==> src/rtl/tree_drv_pkg.sv <==
// Shared op/status codes and FSM state encoding for the Tree command driver.
package tree_drv_pkg;

    localparam int unsigned KEY_W_DEFAULT = 4;

    typedef enum logic [1:0] {
        OP_FIND   = 2'b00,
        OP_INSERT = 2'b01,
        OP_CLEAR  = 2'b10,
        OP_RSVD   = 2'b11
    } op_e;

    typedef enum logic [1:0] {
        ST_OK    = 2'b00,
        ST_FULL  = 2'b01,
        ST_EMPTY = 2'b10,
        ST_BAD   = 2'b11
    } status_e;

    typedef enum logic [2:0] {
        S_IDLE,
        S_ISSUE,
        S_WAIT,
        S_RESP,
        S_GAP,
        S_PGAP
    } state_e;

endpackage

==> src/rtl/tree_cmd_driver.sv <==
// Drives Tree k0/k1/sw pulses from a FIND/INSERT/CLEAR command stream, one response per command.
// Define TREE_DRV_DUP_CHECK_EN to probe with a FIND before each INSERT into a non-empty Tree.
module tree_cmd_driver
    import tree_drv_pkg::*;
#(
    parameter int unsigned KEY_W    = KEY_W_DEFAULT,
    parameter int unsigned RESP_LAT = 1,
    parameter int unsigned GAP      = 1
) (
    input  logic             clk,
    input  logic             rst_n,
    input  logic             cmd_valid,
    output logic             cmd_ready,
    input  logic [1:0]       cmd_op,
    input  logic [KEY_W-1:0] cmd_key,
    output logic             rsp_valid,
    input  logic             rsp_ready,
    output logic [1:0]       rsp_status,
    output logic             rsp_found,
    output logic [KEY_W-1:0] rsp_key,
    output logic [2:0]       rsp_count,
    output logic             k0,
    output logic             k1,
    output logic [KEY_W-1:0] sw,
    input  logic [7:0]       led,
    input  logic             buf_full,
    input  logic             buf_empty,
    input  logic [2:0]       tree_counter
);

    localparam int unsigned CNT_MAX = (RESP_LAT > GAP) ? RESP_LAT : GAP;
    localparam int unsigned CNT_W   = $clog2(CNT_MAX + 1);

    state_e           state_q, state_d;
    logic [CNT_W-1:0] cnt_q, cnt_d;
    op_e              op_q, op_d;
    logic [KEY_W-1:0] key_q, key_d;
    logic [KEY_W-1:0] sw_q, sw_d;
    logic             probe_q, probe_d;
    status_e          status_q, status_d;
    logic             found_q, found_d;
    logic [KEY_W-1:0] rkey_q, rkey_d;
    logic [2:0]       count_q, count_d;

    op_e  cmd_op_e;
    logic unused_led;

    assign cmd_op_e   = op_e'(cmd_op);
    assign unused_led = ^led[6:KEY_W];

    assign cmd_ready  = (state_q == S_IDLE);
    assign rsp_valid  = (state_q == S_RESP);
    assign rsp_status = status_q;
    assign rsp_found  = found_q;
    assign rsp_key    = rkey_q;
    assign rsp_count  = count_q;
    assign sw         = sw_q;

    always_comb begin
        state_d  = state_q;
        cnt_d    = cnt_q;
        op_d     = op_q;
        key_d    = key_q;
        sw_d     = sw_q;
        probe_d  = probe_q;
        status_d = status_q;
        found_d  = found_q;
        rkey_d   = rkey_q;
        count_d  = count_q;
        k0       = 1'b0;
        k1       = 1'b0;

        unique case (state_q)
            S_IDLE: begin
                if (cmd_valid) begin
                    op_d     = cmd_op_e;
                    key_d    = cmd_key;
                    found_d  = 1'b0;
                    rkey_d   = cmd_key;
                    count_d  = tree_counter;
                    probe_d  = 1'b0;
                    status_d = ST_OK;
                    state_d  = S_RESP;
                    if (cmd_op_e == OP_RSVD) begin
                        status_d = ST_BAD;
                    end else if (cmd_op_e == OP_INSERT && buf_full) begin
                        status_d = ST_FULL;
                    end else if (cmd_op_e == OP_INSERT && cmd_key == '0) begin
                        status_d = ST_BAD;
                    end else if (cmd_op_e == OP_FIND && buf_empty) begin
                        status_d = ST_EMPTY;
                    end else begin
                        state_d = S_ISSUE;
                        sw_d    = (cmd_op_e == OP_CLEAR) ? '0 : cmd_key;
`ifdef TREE_DRV_DUP_CHECK_EN
                        probe_d = (cmd_op_e == OP_INSERT) && !buf_empty;
`endif
                    end
                end
            end
            S_ISSUE: begin
                // The duplicate probe reuses ISSUE/WAIT as a FIND before the real insert.
                k0      = (op_q == OP_FIND) || probe_q;
                k1      = !((op_q == OP_FIND) || probe_q);
                cnt_d   = CNT_W'(RESP_LAT - 1);
                state_d = S_WAIT;
            end
            S_WAIT: begin
                if (cnt_q != '0) begin
                    cnt_d = cnt_q - 1'b1;
                end else begin
                    count_d = tree_counter;
                    state_d = S_RESP;
                    if (probe_q) begin
                        probe_d = 1'b0;
                        if (led[7]) begin
                            status_d = ST_BAD;
                            found_d  = 1'b1;
                        end else begin
                            cnt_d   = CNT_W'(GAP - 1);
                            state_d = S_PGAP;
                        end
                    end else if (op_q == OP_FIND) begin
                        found_d = led[7];
                        rkey_d  = led[KEY_W-1:0];
                    end
                end
            end
            S_RESP: begin
                if (rsp_ready) begin
                    cnt_d   = CNT_W'(GAP - 1);
                    state_d = S_GAP;
                end
            end
            S_GAP: begin
                if (cnt_q == '0) state_d = S_IDLE;
                else             cnt_d   = cnt_q - 1'b1;
            end
            S_PGAP: begin
                if (cnt_q == '0) state_d = S_ISSUE;
                else             cnt_d   = cnt_q - 1'b1;
            end
            default: state_d = S_IDLE;
        endcase
    end

    // Reset lands in GAP with a zero count so cmd_ready rises on the first clock after release.
    always_ff @(posedge clk or negedge rst_n) begin
        if (!rst_n) begin
            state_q  <= S_GAP;
            cnt_q    <= '0;
            op_q     <= OP_FIND;
            key_q    <= '0;
            sw_q     <= '0;
            probe_q  <= 1'b0;
            status_q <= ST_OK;
            found_q  <= 1'b0;
            rkey_q   <= '0;
            count_q  <= '0;
        end else begin
            state_q  <= state_d;
            cnt_q    <= cnt_d;
            op_q     <= op_d;
            key_q    <= key_d;
            sw_q     <= sw_d;
            probe_q  <= probe_d;
            status_q <= status_d;
            found_q  <= found_d;
            rkey_q   <= rkey_d;
            count_q  <= count_d;
        end
    end

endmodule

==> config.mk <==
export PLATFORM = sky130hd
export DESIGN_NAME = tree_cmd_driver
export DESIGN_NICKNAME = d
export VERILOG_FILES = /design/src/rtl/tree_drv_pkg.sv /design/src/rtl/tree_cmd_driver.sv
export SDC_FILE = /design/constraint.sdc
export NUM_CORES = 1
export LEC_CHECK = 0
export CAP_MARGIN = 25
export CORE_MARGIN = 1
export CORE_UTILIZATION = 39
export CTS_BUF_LIST = sky130_fd_sc_hd__clkbuf_4 sky130_fd_sc_hd__clkbuf_8
export DETAILED_ROUTE_END_ITERATION = 8
export GPL_ROUTABILITY_DRIVEN = 0
export GPL_TIMING_DRIVEN = 0
export PLACE_DENSITY = 0.8
export SYNTH_ARGS = -nofsm -noshare
export SYNTH_HDL_FRONTEND = slang
export SYNTH_SLANG_ARGS = --single-unit
export TNS_END_PERCENT = 20
==> constraint.sdc <==
create_clock -name clk -period 2.25 [get_ports clk]
set_clock_uncertainty 0.1 [all_clocks]
set_input_delay 0.225 -clock clk [delete_from_list [all_inputs] [get_ports clk]]
set_output_delay 0.225 -clock clk [all_outputs]
set_load 0.005 [all_outputs]
Word level (Yosys, flattened, before mapping)
Index checks and enable logic that the tools add are counted.

operators by class
  bitwise logic cells = 4
  equal/unequal tests = 19
  muxes and demuxes = 43
  reductions and logical operators = 20
  add/subtract/negate cells = 1

operators by type and width
  cell                                           count
  two-way mux 3 bit                              9
  two-way mux 2 bit                              12
  two-way mux 4 bit                              5
  AND reduction 5 bit                            4
  one-hot mux 3 bit (6 select lines)             1
  inequality test 2 bit, second input constant   8
  two-way mux 1 bit                              10
  one-hot mux 4 bit (2 select lines)             1
  == test 3 x 2 -> 1 bit, second input constant  2
  == test 3 bit, second input constant           2
  inequality test 3 bit, second input constant   2
  one-hot mux 3 bit (2 select lines)             1
  AND reduction 6 bit                            1
  == test 2 bit, second input constant           2
  logical NOT 2 bit                              2
  logical NOT 4 bit                              1
  NOT 1 bit                                      4
  one-hot mux 1 bit (2 select lines)             2
  one-hot mux 2 bit (2 select lines)             1
  AND reduction 2 bit                            2
  == test 3 x 1 -> 1 bit, second input constant  1
  logical AND 1 bit                              3
  logical NOT 3 bit                              1
  one-hot mux 1 bit (3 select lines)             1
  other kinds (9)                                9

word-level totals
  register bits after elaboration = 21
  input bits = 23
  output and inout bits = 18

Longest topological paths before layout
Gate-level depths: netlist of the first run.

  depth after elaboration = 8
  gate-level depth with buffers = 5
  depth with buffers taken out = 4

Worst setup path before layout of the first run
OpenSTA, ideal clock, no wires.

  path type = reg2reg
  from = register state_q[2]
  to = register sw_q[0] (netlist: sw[0])
  arrival time = 1369 ps
  data required time = 2029 ps
  period minus slack after synthesis = 1590 ps
  cell stages (with the launch flop) = 5
  path buffers = 1
  setup time = 121 ps
  setup slack = 660 ps
  cells stage by stage = dfstp_2 -> buf_6 -> nor4b_4 -> nand3_1 -> a22o_2

on the way
  longest elaborated chain between the ends = 2

ends and longest elaborated chain
  item                           line                    text
  start, declared                tree_cmd_driver.sv:34   state_e state_q, state_d;
  start signal, assigned         tree_cmd_driver.sv:161  state_q <= state_d;
  logical NOT 3 bit              tree_cmd_driver.sv:73   unique case (state_q)
  AND reduction 6 bit (no line)  -
  end signal, assigned           tree_cmd_driver.sv:165  sw_q <= sw_d;
  end, declared                  tree_cmd_driver.sv:38   logic [KEY_W-1:0] sw_q, sw_d;

No other way between the ends.
A chain may end at the register's enable or synchronous reset.

Final worst setup path of the first run
  from = register state_q[1]
  to = output k1

on the way
  longest elaborated chain between the ends = 2

ends and longest elaborated chain
  item                    line                   text
  == test 3 x 1 -> 1 bit  tree_cmd_driver.sv:73
  two-way mux 1 bit       tree_cmd_driver.sv:73
  end, declared           tree_cmd_driver.sv:23  output logic k1,

No other way between the ends.

==> results of run 1 <==
## per-layer routing
layer / up-vias / GRT usage / wire length (µm)
li1: 382 / - / -
met1: 352 / 0.190 / 850
met2: 27 / 0.271 / 928
met3: 5 / 0.0576 / 130
met4: 0 / 0.0556 / 26
met5: - / 0 / 0
## kinds of logic after synthesis
logic type	Yosys count	synth area share
AND/OR/NAND/NOR	26	0.183
AO/OA/AOI/OAI	21	0.159
flip-flops	19	0.513
multiplexers	10	0.115
buffers and inverters	4	0.0296
## synthesized netlist by cell type, drive strengths merged
| cell | n |
|---|---|
| dfrtp | 18 |
| nand2 | 7 |
| o21ai | 6 |
| mux2 | 5 |
| mux2i | 5 |
| nor2 | 5 |
| a22o | 4 |
| nor3b | 4 |
| buf | 3 |
| nor3 | 3 |
| a21oi | 2 |
| a31oi | 2 |
| o211ai | 2 |
| o21a | 2 |
| a21boi | 1 |
| a221oi | 1 |
| and4b | 1 |
| dfstp | 1 |
| inv | 1 |
| nand3 | 1 |
| nand3b | 1 |
| nor2b | 1 |
| nor4 | 1 |
| nor4b | 1 |
| o31a | 1 |
| or3 | 1 |
## worst max-delay path, cell delays in order (launching register included)
cell,delay [ns]
dfrtp_1,0.41
buf_4,0.17
or3_4,0.37
nor2_1,0.09
clkdlybuf4s50_1,0.50
## final timing paths
check	from	end	slack, ns	depth (start not counted)
max in group asynchronous	rst_n	state_q[1]$_DFFE_PN0P_	1.26	1
hold reg to reg	rsp_found$_DFFE_PN0P_	rsp_found$_DFFE_PN0P_	0.38	2
setup / recovery	state_q[1]$_DFFE_PN0P_	k1	0.09	4
min in group clk	rsp_ready	state_q[2]$_DFFE_PN1P_	0.38	3
hold / removal	rst_n	rsp_count[0]$_DFFE_PN0P_	0.29	1
setup reg to reg	state_q[1]$_DFFE_PN0P_	rsp_key[2]$_DFFE_PN0P_	0.46	5
## sequential cells by signal, indices dropped and copies added (netlist names)
register / cells
op_q: 2
rsp_count: 3
rsp_found: 1
rsp_key: 4
rsp_status: 2
state_q: 3
sw: 4
## layout make-up
| type | count | area [µm²] | area share |
|---|---|---|---|
| inverter | 1 | 3.75 | 0.00270 |
| tap | 28 | 35.0 | 0.0252 |
| sequential | 19 | 477 | 0.343 |
| buffer | 3 | 30.0 | 0.0216 |
| clock buffer | 4 | 30.0 | 0.0216 |
| multi-input combinational | 57 | 434 | 0.312 |
| timing repair buffer | 38 | 380 | 0.274 |
## power by group through the flow
stage                     registers [mW]  logic, mW  clock network [mW]
after global placement             0.602      0.850                   0
after floorplan                    0.613      0.439                   0
after global routing               0.628      0.982               0.201
after CTS                          0.602      0.895               0.191
final                              0.606      0.898               0.186
after detailed placement           0.611      0.870                   0
## what timing repair did
action | in CTS | in global routing
gates resized for setup | 1 | 4
endpoints found under the setup margin | 1 | 1
buffers inserted | 1 | 0
## per-stage QoR
| step | std cells | hold WS [ns] | cell area (µm²) | util | setup slack (ns) |
|---|---|---|---|---|---|
| 2_1_floorplan | 80 | -0.171 | 928 | - | 0.660 |
| 3_3_place_gp | 145 | 0.349 | 1330 | 0.597 | 0.254 |
| 3_5_place_dp | 145 | 0.360 | 1330 | 0.597 | 0.218 |
| 4_1_cts | 150 | 0.324 | 1370 | 0.615 | 0.00262 |
| 5_1_grt | 150 | 0.368 | 1390 | 0.622 | 0.0226 |
| 6_report | 150 | 0.285 | 1390 | 0.622 | 0.0864 |
## cell usage in the layout, fill, tap and decap left out, types with 2 or more instances in the layout
cell type / instances
a21oi_1: 2
a22o_2: 4
a31oi_1: 2
buf_4: 2
buf_6: 2
clkbuf_4: 4
clkdlybuf4s50_1: 36
dfrtp_1: 18
mux2_2: 5
mux2i_1: 5
nand2_1: 7
nor2_1: 5
nor3_1: 2
nor3b_1: 3
o211ai_1: 2
o21a_1: 2
o21ai_0: 6
==> reports/metrics.yaml, run 1 <==
path_max_fanout: 10
route.final.wire_length_um: 1940
drive_above_1_share: 0.189
cp-end-kind: "output pin"
dpl.hpwl_um: 1500
route.detailed.vias_per_inst: 5.11
cap_violations: 0
numClockSinks: 19
power.share.switching: 0.319
syn-cell-area_um2: 928
die-height_um: 50.8
route.vias.total: 766
final_hold_violation_count: 0
layout.filler_cells: 202
clkSlewWorstSetupHoldPaths_ns: 0.10
start_kind: "flop"
finalCritPeriodShare: 0.962
static-leakage-power_nw: 0.579
hold_buffers_post_cts: 0
clockRootBuffer: "clkbuf_4"
pin_count: 41
global_route_wire_length_before_repair_um: 3100
max-slew-margin-rel: 0.450
synth.area.top_cells: "dfrtp_1 49%, mux2_2 6.1%, mux2i_1 5.4%, a22o_2 4.3%, o21ai_0 3.2%"
grt_setup_unrepaired: "false"
placement.io_buffers: 37
max_clock_freq_ghz: 0.462
p_per_area_nw_per_um2: 1220
antenna_diode_count: 0
cp_data_arrival_time_ns: 1.84
power.combinational.fraction: 0.531
antenna_found_initial: 0
cts_tree: "yes"
first_iter_violations: 0
hold_path_class: "input pin to asynchronous set/reset pin"
clk_path_buf_depth: 2
design.die.area_um2: 2580
final.min_clock_period_ns: 2.16
core_area_um2: 2230
power.share.sequential: 0.358
gr-total-overflow: 0
setup_viol_count_final: 0
syn_to_final_growth_pct: 49.7
global_route.usage.total: 0.162
total_power_mw: 1.69
outcome: "completed"
floorplan.rows: 17
gate_count_of_the_mapped_netlist: 80
timing_max_transition_violations_final: 0
cp_data_required_time_ns: 1.92
class_of_the_most_critical_setup_path: "flop to output pin"
synth_cell_type_count: 29
ys_seq_elements: 19
worst_pin_slew_ns: 0.823
ys.warnings.count: 0
via_count_of_the_first_global_routing_pass: 687
start_util: 0.416
synth.largest_area_cell: "dfrtp_1"
x_dimension_of_the_die_um: 50.8
timing.setup.tns_ns: 0
final_net_count: 146
vdd_ir_drop_max_mv: 0.729
final_antenna_net_count: 0
power.switching_mw: 0.539
synth_seq_area_share: 0.513
syn_nets: 103
cell_internal_pwr_mw: 1.15
worstSkewPairLatency_ns: 0.30
syn_area_per_cell_um2: 11.6
largest_net_degree_at_the_start_of_global_routing: 20
tritoncts.num_buffers: 3
maximum_level_of_the_cts_h_tree: 1
clock_power_share: 0.110
router_iterations_before_antenna_repair: 1
synth_top_area_share: 0.485
detail_route.wl_per_cell_um: 12.9
drc_errors: 0
Note: power is estimated with default switching activity, not from simulation.
==> inputs of run 2 (changes only) <==
--- a/config.mk
+++ b/config.mk
@@ -5,14 +5,15 @@
 export SDC_FILE = /design/constraint.sdc
 export NUM_CORES = 1
 export LEC_CHECK = 0
+export ABC_CLOCK_PERIOD_IN_PS = 2250
 export CAP_MARGIN = 25
 export CORE_MARGIN = 1
-export CORE_UTILIZATION = 39
+export CORE_UTILIZATION = 43
 export CTS_BUF_LIST = sky130_fd_sc_hd__clkbuf_4 sky130_fd_sc_hd__clkbuf_8
 export DETAILED_ROUTE_END_ITERATION = 8
 export GPL_ROUTABILITY_DRIVEN = 0
 export GPL_TIMING_DRIVEN = 0
-export PLACE_DENSITY = 0.8
+export PLACE_DENSITY = 0.87
 export SYNTH_ARGS = -nofsm -noshare
 export SYNTH_HDL_FRONTEND = slang
 export SYNTH_SLANG_ARGS = --single-unit
==> run 2 against run 1 <==
- global-route usage up 2.2 points
- flip-flop and latch count is the same
- design area decreased by 1.3%
- core utilization grew 6.3 points
- non-clock buffer count stayed put
- critical endpoint unchanged
- largest power group unchanged
- sequential power is 1% lower
==> reports/metrics.yaml, run 2 (synthesized netlist as in run 1, its figures left out) <==
outcome: "completed"  # unchanged
start_util: 0.464  # was 0.416
via_count_of_the_first_global_routing_pass: 757  # was 687
final_hold_violation_count: 0  # unchanged
layout.cells.most_common_list: "36 x clkdlybuf4s50_1, 18 x dfrtp_1, 7 x nand2_1, 6 x o21ai_0"  # unchanged
detail_route.wl_per_cell_um: 12.7  # was 12.9 µm
floorplan.rows: 16  # was 17
clk_path_buf_depth: 2  # unchanged
maximum_level_of_the_cts_h_tree: 1  # unchanged
hold_path_class: "input pin to asynchronous set/reset pin"  # unchanged
worst_r2r_startpoint: "state_q[1]$_DFFE_PN0P_"  # unchanged
crit_slowest_cell: "clkdlybuf4s50_1"  # unchanged
numClockSinks: 19  # unchanged
max_clock_freq_ghz: 0.466  # was 0.462 GHz
cap_violations: 0  # unchanged
worstSkewPairLatency_ns: 0.28  # was 0.30 ns
dpl.cell_count: 144  # was 145
critical_path.cell_chain: "buf_4 > or3_1 > nor2_1 > clkdlybuf4s50_1"  # was buf_4 > or3_4 > nor2_1 > clkdlybuf4s50_1
cp-end-kind: "output pin"  # unchanged
clockRootBuffer: "clkbuf_4"  # unchanged
pin_count: 41  # unchanged
worst_pin_slew_ns: 0.830  # was 0.823 ns
route.final.wire_length_um: 1890  # was 1940 µm
cp_data_arrival_time_ns: 1.82  # was 1.84 ns
router_iterations_before_antenna_repair: 4  # was 1
x_dimension_of_the_die_um: 48.5  # was 50.8 µm
max-slew-margin-rel: 0.445  # was 0.450
final.min_clock_period_ns: 2.14  # was 2.16 ns
static-leakage-power_nw: 0.561  # was 0.579 nW
global_route.usage.total: 0.184  # was 0.162
timing.setup.tns_ns: 0  # unchanged
cp_data_required_time_ns: 1.92  # about the same
setup_viol_count_final: 0  # unchanged
gr-total-overflow: 0  # unchanged
design.die.area_um2: 2350  # was 2580 µm²
p_per_area_nw_per_um2: 1200  # was 1220 nW/µm²
die-height_um: 48.5  # was 50.8 µm
route.vias.total: 760  # was 766
placement.io_buffers: 37  # unchanged
r2r.worst_path.cells: 4  # was 5
path_max_fanout: 10  # unchanged
start_kind: "flop"  # unchanged
worst-r2r-setup-slack_ns: 0.48  # was 0.46 ns
global_route_wire_length_before_repair_um: 3380  # was 3100 µm
core_area_um2: 2000  # was 2230 µm²
class_of_the_most_critical_setup_path: "flop to output pin"  # unchanged
syn_to_final_growth_pct: 47.7  # was 49.7%
cts_tree: "yes"  # unchanged
clkSlewWorstSetupHoldPaths_ns: 0.10  # about the same
timing.critical_path.slowest_cell_delay_ns: 0.51  # was 0.50 ns
largest_net_degree_at_the_start_of_global_routing: 20  # unchanged
critical_path.reg2reg.endpoint: "sw[3]$_DFFE_PN0P_"  # was rsp_key[2]$_DFFE_PN0P_
finalCritPeriodShare: 0.953  # was 0.962
final_net_count: 146  # unchanged
fin_cells: 149  # was 150
mostFrequentLayoutCell: "clkdlybuf4s50_1"  # unchanged
grt_setup_unrepaired: "false"  # unchanged
route.detailed.vias_per_inst: 5.10  # was 5.11
tritoncts.num_buffers: 3  # unchanged
drive_above_1_share: 0.172  # was 0.189
vdd_ir_drop_max_mv: 0.594  # was 0.729 mV
antenna_diode_count: 0  # unchanged
first_iter_violations: 10  # was 0
final_antenna_net_count: 0  # unchanged
antenna_found_initial: 0  # unchanged
dpl.hpwl_um: 1440  # was 1500 µm
timing_max_transition_violations_final: 0  # unchanged
drc_errors: 0  # unchanged
run 2: changes by cell type in the layout (fill, tap and decap cells not counted):
cell and change:
or3_4 -1, buf_6 -1, or3_1 +1, nor3_2 -1, dlygate4sd2_1 +1, dlymetal6s2s_1 -1, buf_4 +1, nor3_1 +1
run 2: where the power goes:
| group | leakage [nW] | internal (mW) | switching, mW |
|---|---|---|---|
| Combinational | 0.313 | 0.542 | 0.335 |
| Sequential | 0.230 | 0.513 | 0.0855 |
| Clock | 0.0184 | 0.0807 | 0.0933 |
run 2: per-layer routing:
| metal | wire length (µm) | GRT usage |
|---|---|---|
| met1 | 824 | 0.248 |
| met2 | 898 | 0.293 |
| met3 | 147 | 0.0346 |
| met4 | 19 | 0.0735 |
| met5 | 0 | 0 |
run 2: how the worst max path moves through the flow:
stage / startpoint / endpoint / slack (ns) / depth (start not counted)
5_1_grt: state_q[1]$_DFFE_PN0P_ / k1 / 0.02 / 4
3_3_place_gp: cmd_valid / sw[2]$_DFFE_PN0P_ / 0.27 / 4
3_5_place_dp: cmd_op[1] / sw[3]$_DFFE_PN0P_ / 0.25 / 5
2_1_floorplan: state_q[2]$_DFFE_PN1P_ / sw[0]$_DFFE_PN0P_ / 0.66 / 4
4_1_cts: state_q[1]$_DFFE_PN0P_ / k1 / 0.05 / 4
6_report: state_q[1]$_DFFE_PN0P_ / k1 / 0.11 / 4
run 2: worst max-delay path: cells and delay by family (launching register included):
kind                   cells  cell delay [ns]
buffers and inverters      2             0.68
flip-flops                 1             0.40
AND/OR/NAND/NOR            2             0.45
run 2: stage by stage:
| step | cell area [µm²] | utilization | power [mW] | hold slack (ns) | worst slack (ns) |
|---|---|---|---|---|---|
| floorplan | 928 | - | 1.05 | -0.171 | 0.660 |
| global placement | 1330 | 0.666 | 1.45 | 0.351 | 0.272 |
| detailed placement | 1330 | 0.666 | 1.48 | 0.363 | 0.245 |
| CTS | 1360 | 0.681 | 1.66 | 0.325 | 0.0469 |
| global route | 1370 | 0.685 | 1.79 | 0.358 | 0.0198 |
| finish | 1370 | 0.685 | 1.65 | 0.309 | 0.105 |
run 2: cell type report:
type	count	area, µm²
fillers	162	631
flip-flops and latches	19	477
multi-input cells	57	424
repair buffers	38	377
well taps	27	33.8
clock buffers	4	30.0
plain buffers	3	26.3
inverters	1	3.75
run 2: repair_timing:
action / CTS / global route
endpoints found under the setup margin: 1 / 1
gates resized for setup: 2 / 0
hold buffers: 0 / 0
hold endpoints to repair: 0 / 0
setup buffers: 0 / 1
==> inputs of run 3 (changes only) <==
--- a/config.mk
+++ b/config.mk
@@ -14,6 +14,8 @@
 export GPL_ROUTABILITY_DRIVEN = 0
 export GPL_TIMING_DRIVEN = 0
 export PLACE_DENSITY = 0.87
+export RECOVER_POWER = 25
+export SLEW_MARGIN = 20
 export SYNTH_ARGS = -nofsm -noshare
 export SYNTH_HDL_FRONTEND = slang
 export SYNTH_SLANG_ARGS = --single-unit
==> run 3 against run 2 <==
- global-route usage is the same
- cell count is the same
- hold slack gained 0.070 ns
- via count is the same
- core utilization is the same
- register-to-register slack is essentially flat
- flip-flop and latch count is the same
- critical endpoint unchanged
==> reports/metrics.yaml, run 3 (synthesized netlist as in run 1, its figures left out) <==
maximum_level_of_the_cts_h_tree: 1  # unchanged
mostFrequentLayoutCell: "clkdlybuf4s50_1"  # unchanged
outcome: "completed"  # unchanged
final_net_count: 146  # unchanged
start_util: 0.464  # unchanged
global_route_wire_length_before_repair_um: 3380  # unchanged
max_clock_freq_ghz: 0.466  # unchanged
detail_route.wl_per_cell_um: 12.7  # about the same
antenna_found_initial: 0  # unchanged
dpl.hpwl_um: 1440  # unchanged
finalCritPeriodShare: 0.953  # unchanged
design.die.area_um2: 2350  # unchanged
layout.cells.most_common_list: "35 x clkdlybuf4s50_1, 18 x dfrtp_1, 7 x nand2_1, 6 x o21ai_0"  # was 36 x clkdlybuf4s50_1, 18 x dfrtp_1, 7 x nand2_1, 6 x o21ai_0
worst_r2r_startpoint: "state_q[1]$_DFFE_PN0P_"  # unchanged
worstSkewPairLatency_ns: 0.28  # about the same
drive_above_1_share: 0.172  # unchanged
critical_path.cell_chain: "buf_4 > or3_1 > nor2_1 > clkdlybuf4s50_1"  # unchanged
clkSlewWorstSetupHoldPaths_ns: 0.10  # about the same
grt_setup_unrepaired: "false"  # unchanged
clockRootBuffer: "clkbuf_4"  # unchanged
static-leakage-power_nw: 0.562  # was 0.561 nW
multi_input_combinational_cell_area_um2: 424  # unchanged
pin_count: 41  # unchanged
syn_to_final_growth_pct: 47.7  # unchanged
router_iterations_before_antenna_repair: 4  # unchanged
max-slew-margin-rel: 0.439  # was 0.445
layout.filler_cells: 162  # unchanged
floorplan.rows: 16  # unchanged
hold_buffers_post_cts: 0  # unchanged
clk_path_buf_depth: 2  # unchanged
vdd_ir_drop_max_mv: 0.593  # was 0.594 mV
cp_data_arrival_time_ns: 1.82  # about the same
x_dimension_of_the_die_um: 48.5  # unchanged
numClockSinks: 19  # unchanged
global_route.usage.total: 0.184  # unchanged
final_hold_violation_count: 0  # unchanged
route.final.wire_length_um: 1890  # about the same
worst_pin_slew_ns: 0.839  # was 0.830 ns
final.min_clock_period_ns: 2.14  # unchanged
final_antenna_net_count: 0  # unchanged
setup_viol_count_final: 0  # unchanged
fin_cells: 149  # unchanged
core_area_um2: 2000  # unchanged
dpl.cell_count: 144  # unchanged
critical_path.startpoint: "state_q[1]$_DFFE_PN0P_"  # unchanged
dpl_worst_slack_ns: 0.245  # unchanged
finalWorstSetupSlack_ns: 0.105  # unchanged
cp-end-kind: "output pin"  # unchanged
start_kind: "flop"  # unchanged
route.vias.total: 760  # unchanged
cts_tree: "yes"  # unchanged
tritoncts.num_buffers: 3  # unchanged
drc_errors: 0  # unchanged
antenna_diode_count: 0  # unchanged
hold_path_class: "input pin to asynchronous set/reset pin"  # unchanged
fin_hold_ws_ns: 0.379  # was 0.309 ns
regArea_um2: 477  # unchanged
first_iter_violations: 10  # unchanged
die-height_um: 48.5  # unchanged
via_count_of_the_first_global_routing_pass: 757  # unchanged
timing_max_transition_violations_final: 0  # unchanged
largest_net_degree_at_the_start_of_global_routing: 20  # unchanged
cap_violations: 0  # unchanged
cp_data_required_time_ns: 1.92  # about the same
p_per_area_nw_per_um2: 1200  # about the same
placement.io_buffers: 37  # unchanged
path_max_fanout: 10  # unchanged
gr-total-overflow: 0  # unchanged
timing.setup.tns_ns: 0  # unchanged
class_of_the_most_critical_setup_path: "flop to output pin"  # unchanged
route.detailed.vias_per_inst: 5.10  # unchanged
crit_slowest_cell: "clkdlybuf4s50_1"  # unchanged
timing.critical_path.slowest_cell_delay_ns: 0.51  # about the same
## run 3: cell types whose count changed in the layout (fill, tap and decap cells not counted), sizes merged
cell           delta
clkdlybuf4s50     -1
dlygate4sd3       +1
## run 3: worst paths after layout
check                      depth (start not counted)                         to  slack [ns]
max                                                4                         k1        0.11
min                                                1  rsp_status[1]$_DFFE_PN0P_        0.38
max reg2reg                                        4          sw[3]$_DFFE_PN0P_        0.48
min reg2reg                                        2      rsp_found$_DFFE_PN0P_        0.38
max in group asynchronous                          1          sw[3]$_DFFE_PN0P_        1.15
min in group clk                                   2      rsp_found$_DFFE_PN0P_        0.38
## run 3: final cells by class
type	instances	share of cell area
Timing Repair Buffer	38	0.275
Multi-Input combinational cell	57	0.309
Clock buffer	4	0.0219
Tap cell	27	0.0246
Sequential cell	19	0.348
Buffer	3	0.0192
Inverter	1	0.00274
## run 3: per-stage QoR
| step | utilization | instance area, µm² | power (mW) |
|---|---|---|---|
| finish | 0.685 | 1370 | 1.65 |
| global route | 0.685 | 1370 | 1.79 |
| CTS | 0.681 | 1360 | 1.66 |
| detailed placement | 0.666 | 1330 | 1.48 |
| global placement | 0.666 | 1330 | 1.45 |
| floorplan | - | 928 | 1.05 |
## run 3: power by group
| group | internal (mW) | switching [mW] |
|---|---|---|
| clock network | 0.0807 | 0.0933 |
| logic | 0.542 | 0.335 |
| registers | 0.513 | 0.0855 |
| total | 1.14 | 0.514 |
## run 3: what timing repair did
action / 4_1_cts / 5_1_grt
gates resized for setup: 2 / 0
hold endpoints to repair: 0 / 0
buffers inserted: 0 / 1
pin swaps: 0 / 0
endpoints found under the setup margin: 1 / 1
## run 3: critical path: cells and delay by family (launching register included)
family | cells | cell delay (ns)
buffers and inverters | 2 | 0.68
flip-flops | 1 | 0.40
AND/OR/NAND/NOR | 2 | 0.45
## run 3: layer usage
layer	part of all wire	global-route usage
met5	0	0
met4	0.010	0.0735
met3	0.078	0.0346
met2	0.47	0.293
met1	0.44	0.248
